## src/rtl/riscv_mc_ctrl.sv

```systemverilog
// Multi-cycle sequencer for the single-issue core: fetch/decode/exec/mem/wb stepping,
// memory handshakes with timeout trap, illegal-op trap and retired-instruction count.
//
// state  | meaning
// IDLE   | waiting for en_i
// FETCH  | imem request outstanding, IR loads on ack
// DECODE | classify instruction, trap on illegal
// EXEC   | execute; BRANCH retires here
// MEM    | dmem request outstanding; STORE retires on ack
// WB     | register write and PC update, retire
// TRAP   | halted until reset
module riscv_mc_ctrl #(
    parameter int unsigned TIMEOUT = 255,
    parameter int unsigned CNT_W   = 16
) (
    input  logic        clk_i,
    input  logic        rst_n_i,
    input  logic        en_i,
    input  logic [2:0]  op_class_i,
    input  logic        imem_ack_i,
    input  logic        dmem_ack_i,
    output logic        imem_req_o,
    output logic        dmem_req_o,
    output logic        dmem_we_o,
    output logic        ir_we_o,
    output logic        pc_we_o,
    output logic        pc_sel_o,
    output logic        reg_we_o,
    output logic [1:0]  wb_sel_o,
    output logic [2:0]  state_o,
    output logic        halt_o,
    output logic [1:0]  trap_cause_o,
    output logic        retire_o,
    output logic [31:0] instret_o
);

    typedef enum logic [2:0] {
        S_IDLE   = 3'd0,
        S_FETCH  = 3'd1,
        S_DECODE = 3'd2,
        S_EXEC   = 3'd3,
        S_MEM    = 3'd4,
        S_WB     = 3'd5,
        S_TRAP   = 3'd6
    } state_t;

    localparam logic [2:0] C_ALU    = 3'd0;
    localparam logic [2:0] C_LOAD   = 3'd1;
    localparam logic [2:0] C_STORE  = 3'd2;
    localparam logic [2:0] C_BRANCH = 3'd3;
    localparam logic [2:0] C_JAL    = 3'd4;
    localparam logic [2:0] C_JALR   = 3'd5;
    localparam logic [2:0] C_ILL    = 3'd7;

    localparam logic [CNT_W-1:0] TMO_CNT = CNT_W'(TIMEOUT);

    state_t            r_state;
    state_t            w_state_nxt;
    logic [2:0]        r_cls;
    logic [CNT_W-1:0]  r_cnt;
    logic [CNT_W-1:0]  w_cnt_inc;
    logic              w_tmo;
    logic              w_waiting;
    logic              r_halt;
    logic [1:0]        r_cause;
    logic [1:0]        w_cause_nxt;
    logic [31:0]       r_instret;

    // w_tmo fires on the cycle that would make the count reach TIMEOUT; an ack that cycle wins
    assign w_cnt_inc = r_cnt + CNT_W'(1);
    assign w_tmo     = (w_cnt_inc == TMO_CNT);
    assign w_waiting = ((r_state == S_FETCH) && !imem_ack_i) ||
                       ((r_state == S_MEM) && !dmem_ack_i);

    always_comb begin
        w_state_nxt = r_state;
        w_cause_nxt = r_cause;
        imem_req_o  = 1'b0;
        dmem_req_o  = 1'b0;
        dmem_we_o   = 1'b0;
        ir_we_o     = 1'b0;
        pc_we_o     = 1'b0;
        pc_sel_o    = 1'b0;
        reg_we_o    = 1'b0;
        wb_sel_o    = 2'd0;
        retire_o    = 1'b0;
        case (r_state)
            S_IDLE: begin
                if (en_i) w_state_nxt = S_FETCH;
            end
            S_FETCH: begin
                imem_req_o = 1'b1;
                if (imem_ack_i) begin
                    ir_we_o     = 1'b1;
                    w_state_nxt = S_DECODE;
                end else if (w_tmo) begin
                    w_state_nxt = S_TRAP;
                    w_cause_nxt = 2'd1;
                end
            end
            S_DECODE: begin
                if (op_class_i == C_ILL) begin
                    w_state_nxt = S_TRAP;
                    w_cause_nxt = 2'd3;
                end else begin
                    w_state_nxt = S_EXEC;
                end
            end
            S_EXEC: begin
                if (r_cls == C_BRANCH) begin
                    pc_we_o     = 1'b1;
                    retire_o    = 1'b1;
                    w_state_nxt = en_i ? S_FETCH : S_IDLE;
                end else if ((r_cls == C_LOAD) || (r_cls == C_STORE)) begin
                    w_state_nxt = S_MEM;
                end else begin
                    w_state_nxt = S_WB;
                end
            end
            S_MEM: begin
                dmem_req_o = 1'b1;
                dmem_we_o  = (r_cls == C_STORE);
                if (dmem_ack_i) begin
                    if (r_cls == C_STORE) begin
                        pc_we_o     = 1'b1;
                        retire_o    = 1'b1;
                        w_state_nxt = en_i ? S_FETCH : S_IDLE;
                    end else begin
                        w_state_nxt = S_WB;
                    end
                end else if (w_tmo) begin
                    w_state_nxt = S_TRAP;
                    w_cause_nxt = 2'd2;
                end
            end
            S_WB: begin
                reg_we_o    = 1'b1;
                pc_we_o     = 1'b1;
                retire_o    = 1'b1;
                pc_sel_o    = (r_cls == C_JALR);
                if (r_cls == C_LOAD)
                    wb_sel_o = 2'd1;
                else if ((r_cls == C_JAL) || (r_cls == C_JALR))
                    wb_sel_o = 2'd2;
                else
                    wb_sel_o = 2'd0;
                w_state_nxt = en_i ? S_FETCH : S_IDLE;
            end
            S_TRAP: begin
                w_state_nxt = S_TRAP;
            end
            default: begin
                w_state_nxt = S_IDLE;
            end
        endcase
    end

    always_ff @(posedge clk_i) begin
        if (!rst_n_i) begin
            r_state   <= S_IDLE;
            r_cls     <= 3'd0;
            r_cnt     <= '0;
            r_halt    <= 1'b0;
            r_cause   <= 2'd0;
            r_instret <= 32'd0;
        end else begin
            r_state <= w_state_nxt;
            r_halt  <= (w_state_nxt == S_TRAP);
            r_cause <= w_cause_nxt;
            if (r_state == S_DECODE)
                r_cls <= op_class_i;
            if (w_waiting && !w_tmo)
                r_cnt <= w_cnt_inc;
            else
                r_cnt <= '0;
            if (retire_o)
                r_instret <= r_instret + 32'd1;
        end
    end

    assign state_o      = r_state;
    assign halt_o       = r_halt;
    assign trap_cause_o = r_cause;
    assign instret_o    = r_instret;

endmodule

```

## config.mk

```make
export PLATFORM = sky130hd
export DESIGN_NAME = riscv_mc_ctrl
export DESIGN_NICKNAME = d
export VERILOG_FILES = /design/src/rtl/riscv_mc_ctrl.sv
export SDC_FILE = /design/constraint.sdc
export NUM_CORES = 1
export LEC_CHECK = 0
export ABC_AREA = 1
export ABC_CLOCK_PERIOD_IN_PS = 2150
export BUFFER_PORTS_ARGS = -buffer_cell sky130_fd_sc_hd__buf_4
export CORE_UTILIZATION = 52
export DETAILED_ROUTE_END_ITERATION = 10
export GPL_TIMING_DRIVEN = 0
export PLACE_DENSITY = 0.75
export SETUP_SLACK_MARGIN = 0.05
export SYNTH_ARGS = -nofsm -noshare
export SYNTH_HDL_FRONTEND = slang
export SYNTH_SLANG_ARGS = --single-unit
```

## constraint.sdc

```tcl
create_clock -name clk_i -period 2.15 [get_ports clk_i]
set_input_delay 0.3225 -clock clk_i [delete_from_list [all_inputs] [get_ports clk_i]]
set_output_delay 0.3225 -clock clk_i [all_outputs]
set_load 0.01 [all_outputs]
```

* Yosys cells after proc, flatten, opt, wreduce, memory -nomap -nowiden
Cells that the tools add are included.
Storage, ports and cells: output and inout bits 48, flip-flop bits (word level) 57, logic and storage cells 70, input bits 8
Cells by class: equal/unequal tests 19, add/sub/neg operators 2, multiplexer cells 30, reductions and logical operators 13
Operator list (count):
- $add A32 B1 Y32 const B | 1
- $eq A3 B3 Y1 const B | 7
- $mux W3 | 7
- $pmux W3 S7 | 1
- $add A16 B1 Y16 const B | 1
- $eq A16 B8 Y1 const B | 1
- $mux W2 | 8
- $eq A3 B2 Y1 const B | 4
- $mux W1 | 12
- $ne A2 B2 Y1 const B | 5
- $eq A3 B1 Y1 const B | 2
- $pmux W2 S3 | 1
- $reduce_and A6 Y1 | 1
- $logic_and A1 B1 Y1 | 3
- $logic_not A1 Y1 | 3
- $logic_not A3 Y1 | 1
- $logic_or A1 B1 Y1 | 3
- $pmux W1 S3 | 1
- $reduce_bool A3 Y1 | 1
- $reduce_and A2 Y1 | 1

* Logic depth before layout (Yosys ltp)
word-level depth 6, gate-level depth with buffers 15, mapped depth without buffers 15

* Worst setup path after synthesis
Ideal clock, no wire load.
kind flip-flop to output port, from register r_state[0] (netlist: state_o[0]), to output retire_o, stages on the path, launching flop included 8, arrival time 1512 ps, setup slack 315 ps, buffers on the path 3, data required time 1827 ps, cell sequence dfxtp_1 > inv_2 > nor3_2 > nor2_1 > nand2_2 > buf_6 > buf_2 > buf_4
On the way: cells in the longest elaborated chain, start to end 2, elaborated cells on any way between the ends 4, classes of those cells 3 x eq/ne; 1 x mux
Ends and longest elaborated chain:
- from (decl) | line 57 | state_t r_state;
- from (signal assigned) | line 167 | r_state <= w_state_nxt;
- $eq A3 B3 Y1 or $eq A3 B2 Y1 (tied branches)
- $pmux W1 S3 *
- to (decl) | line 33 | output logic retire_o,
Mark *: on every way between the ends. The rest lies on a longest branch, timed or not.

* Worst setup path in the final report
from register r_state[1] (netlist: state_o[1]), to output retire_o
On the way: cells in the longest elaborated chain, start to end 2, elaborated cells on any way between the ends 4, classes of those cells 3 x eq/ne; 1 x mux
Ends and longest elaborated chain:
- $eq A3 B3 Y1 or $eq A3 B2 Y1 (tied branches) | line 87 | case (r_state)
- $pmux W1 S3 * | line 87
Marks and branches as above.

==> results.sh <==
export IMPL_status="complete, no violations"
export IMPL_row_count=28
export IMPL_cp_required_ps=1830
export IMPL_syn_area_per_cell_um2=6.56
export IMPL_drive_above_1_share_pct=19.6
export IMPL_worstPathMaxFanout=20
export IMPL_clockBufferDepth=2
export IMPL_syn_area_um2=3220
export IMPL_antenna_found_initial=0
export IMPL_cts_hold_fix_buffers=0
export IMPL_fin_skew_ps=3.04
export IMPL_portBuffers=55
export IMPL_routed_via_count=3393
export IMPL_grt_pass1_wl_mm=13.8
export IMPL_leakage_nw=1.61
export IMPL_grt_max_degree=21
export IMPL_vdd_ir_drop_max_mv=0.352
export IMPL_hold_violations=0
export IMPL_ff_latch_area_um2=1150
export IMPL_root_buffer="clkbuf_8"
export IMPL_die_area_um2=6510
export IMPL_grt_pass1_vias=3053
export IMPL_place_congestion=0.954
export IMPL_syn_nets=502
export IMPL_crit_arrival_ps=1650
export IMPL_postSynthCellCount=491
export IMPL_slew_viol_final=0
export IMPL_syn2layout_area_growth_pct=23.4
export IMPL_clkLatencyLatePin_ps=330
export IMPL_wl_per_cell_um=13.1
export IMPL_synth_seq_cells=57
export IMPL_dp_hpwl_mm=6.06
export IMPL_drt_wl_total_mm=8.33
export IMPL_firstDrtPassIters=5
export IMPL_num_antenna_cells=0
export IMPL_rsz0062_at_grt="no"
export IMPL_drt_iter0_markers=188
export IMPL_ys_seq_area_share_pct=35.4
export IMPL_max_freq_ghz=0.507
export IMPL_fillers=587
export IMPL_min_period_over_period_pct=91.7
export IMPL_htree_levels=3
export IMPL_powerDensity_nw_per_um2=534
export IMPL_relSlewSlack_pct=62.3
export IMPL_clkSlewWorstSetupHoldPaths_ps=60
export IMPL_grt_usage_pct=27.3
export IMPL_crit_type="register to output pin"
export IMPL_hp_class="primary input to register"
export IMPL_period_minus_slack_ps=1970
export IMPL_fin_area_um2=3980
export IMPL_antenna_left=0
export IMPL_die_h_um=80.7
export IMPL_cts_made_buffers=9
export IMPL_fin_nets=568
export IMPL_ios=56
export IMPL_initial_utilization_pct=54.1
export IMPL_worst_slew_pin_slew_ps=561
export IMPL_setup_viol=0
export IMPL_avgViaCountPerCell=5.33
export IMPL_tns_ps=0
export IMPL_synth_warnings=0
export IMPL_clock_sinks=57
export IMPL_core_area_um2=5960
export IMPL_critPathLaunchType="register"
export IMPL_multiInputGateArea_um2=1810
export IMPL_post_cts_setup_buffers=0
export IMPL_drc_errors=0
export IMPL_crit_path_end_kind="output pin"
export IMPL_synth_cell_type_count=36
export IMPL_grt_overflow=0
export IMPL_place_area_um2=3730
export IMPL_cts_tree="done"
export IMPL_maxCapViolCount=0
export IMPL_die_w_um=80.7
## cell families (layout without fill, tap and decap cells)
group	count (synthesis)	in the layout	synth area share, %
AO/OA/AOI/OAI	61	61	10.1
adder cells (fa/ha/maj)	3	3	1.17
buffers and inverters	81	151	9.98
AND/OR/NAND/NOR	277	278	40.0
XOR/XNOR	12	12	3.26
flip-flops	57	57	35.4
## synth_stat cells
library cell,count,area [µm²]
a21oi_1,32,160
a221oi_1,1,8.76
a31oi_1,2,12.5
and3_1,1,6.26
buf_2,2,10.0
buf_4,2,15.0
buf_6,1,11.3
clkbuf_1,2,7.51
clkinv_1,2,7.51
dfxtp_1,57,1140
ha_1,3,37.5
inv_1,70,263
inv_2,2,7.51
nand2_1,108,405
nand2_2,6,37.5
nand2_4,1,11.3
nand3_1,28,140
nand3_2,2,20.0
nand3b_1,3,22.5
nand4_1,10,62.6
nand4_4,1,21.3
nor2_1,73,274
nor2_2,3,18.8
nor2_4,5,56.3
nor3_1,23,115
nor3_2,2,20.0
nor3_4,1,16.3
nor4_1,10,62.6
o211a_1,1,10.0
o21a_1,2,15.0
o21ai_0,18,90.1
o21ai_1,2,10.0
o21bai_1,1,7.51
o22ai_1,2,12.5
xnor2_1,4,35.0
xor2_1,8,70.1
## worst max-delay path, stage by stage (launching register included)
cell	delay, ps
dfxtp_1	530
nor3_2	110
nor2_1	140
nand2_2	110
buf_12	170
buf_4	130
buf_4	130
## what timing repair did
| item | 4_1_cts | 5_1_grt |
|---|---|---|
| setup endpoints to repair | 8 | 20 |
| pin swaps | 1 | 2 |
| gates resized for setup | 4 | 18 |
| cloned | 1 | 0 |
## metrics by stage
stage	hold slack (ps)	worst slack (ps)	util [%]	cells	power, mW
detailed placement	454	66.7	62.6	621	1.25
floorplan	430	315	-	491	1.19
CTS	281	72.4	65.8	637	2.13
global placement	446	83.1	62.6	621	1.24
global route	283	48.4	66.7	637	2.19
finish	283	177	66.7	637	2.12
## sequential cells by signal, indices dropped and copies added (netlist names)
register	cells
halt_o	1
instret_o	32
r_cls	3
r_cnt	16
state_o	3
trap_cause_o	2
## cell usage in the layout (no fill, tap or decap), drive strengths merged, types with 3 or more instances in the layout
master,instances
nand3,30
buf,59
clkbuf,15
nand2,115
nor3,26
dfxtp,57
a21oi,32
nand4,11
nand3b,3
clkinv,5
inv,72
xor2,8
nor4,10
nor2,82
xnor2,4
o21ai,20
ha,3
## report_power, final
group          switching (mW)  internal, mW  total (mW)
clock network           0.421         0.476       0.897
registers              0.0151          1.07        1.08
logic                  0.0872        0.0550       0.142
total                   0.524          1.60        2.12
## final cells by class
type | count | area share (%)
clock inverters | 3 | 0.378
plain buffers | 6 | 1.29
flip-flops and latches | 57 | 29.1
repair buffers | 55 | 10.4
inverters | 74 | 6.99
multi-input cells | 354 | 45.5
clock buffers | 13 | 4.00
well taps | 75 | 2.36
## routing by layer
layer  vias to the layer above  global-route usage [%]  routed length, µm
li1                       1729                       -                  -
met1                      1537                    34.6               3650
met2                       113                    46.7               4040
met3                        14                    3.86                506
met4                         0                    10.5                132
met5                         -                       0                  0
## worst paths after layout
| path | startpoint | to | slack (ps) | cells past startpoint |
|---|---|---|---|---|
| worst max-delay path | state_o[1] | retire_o | 180 | 6 |
| worst min-delay path | op_class_i[1] | r_cls[1] | 280 | 3 |
| worst max register to register | r_cnt[0] | r_cnt[2] | 220 | 13 |
| worst min register to register | r_cnt[0] | r_cnt[0] | 470 | 1 |
No activity file was read; power rests on OpenSTA's default activity.
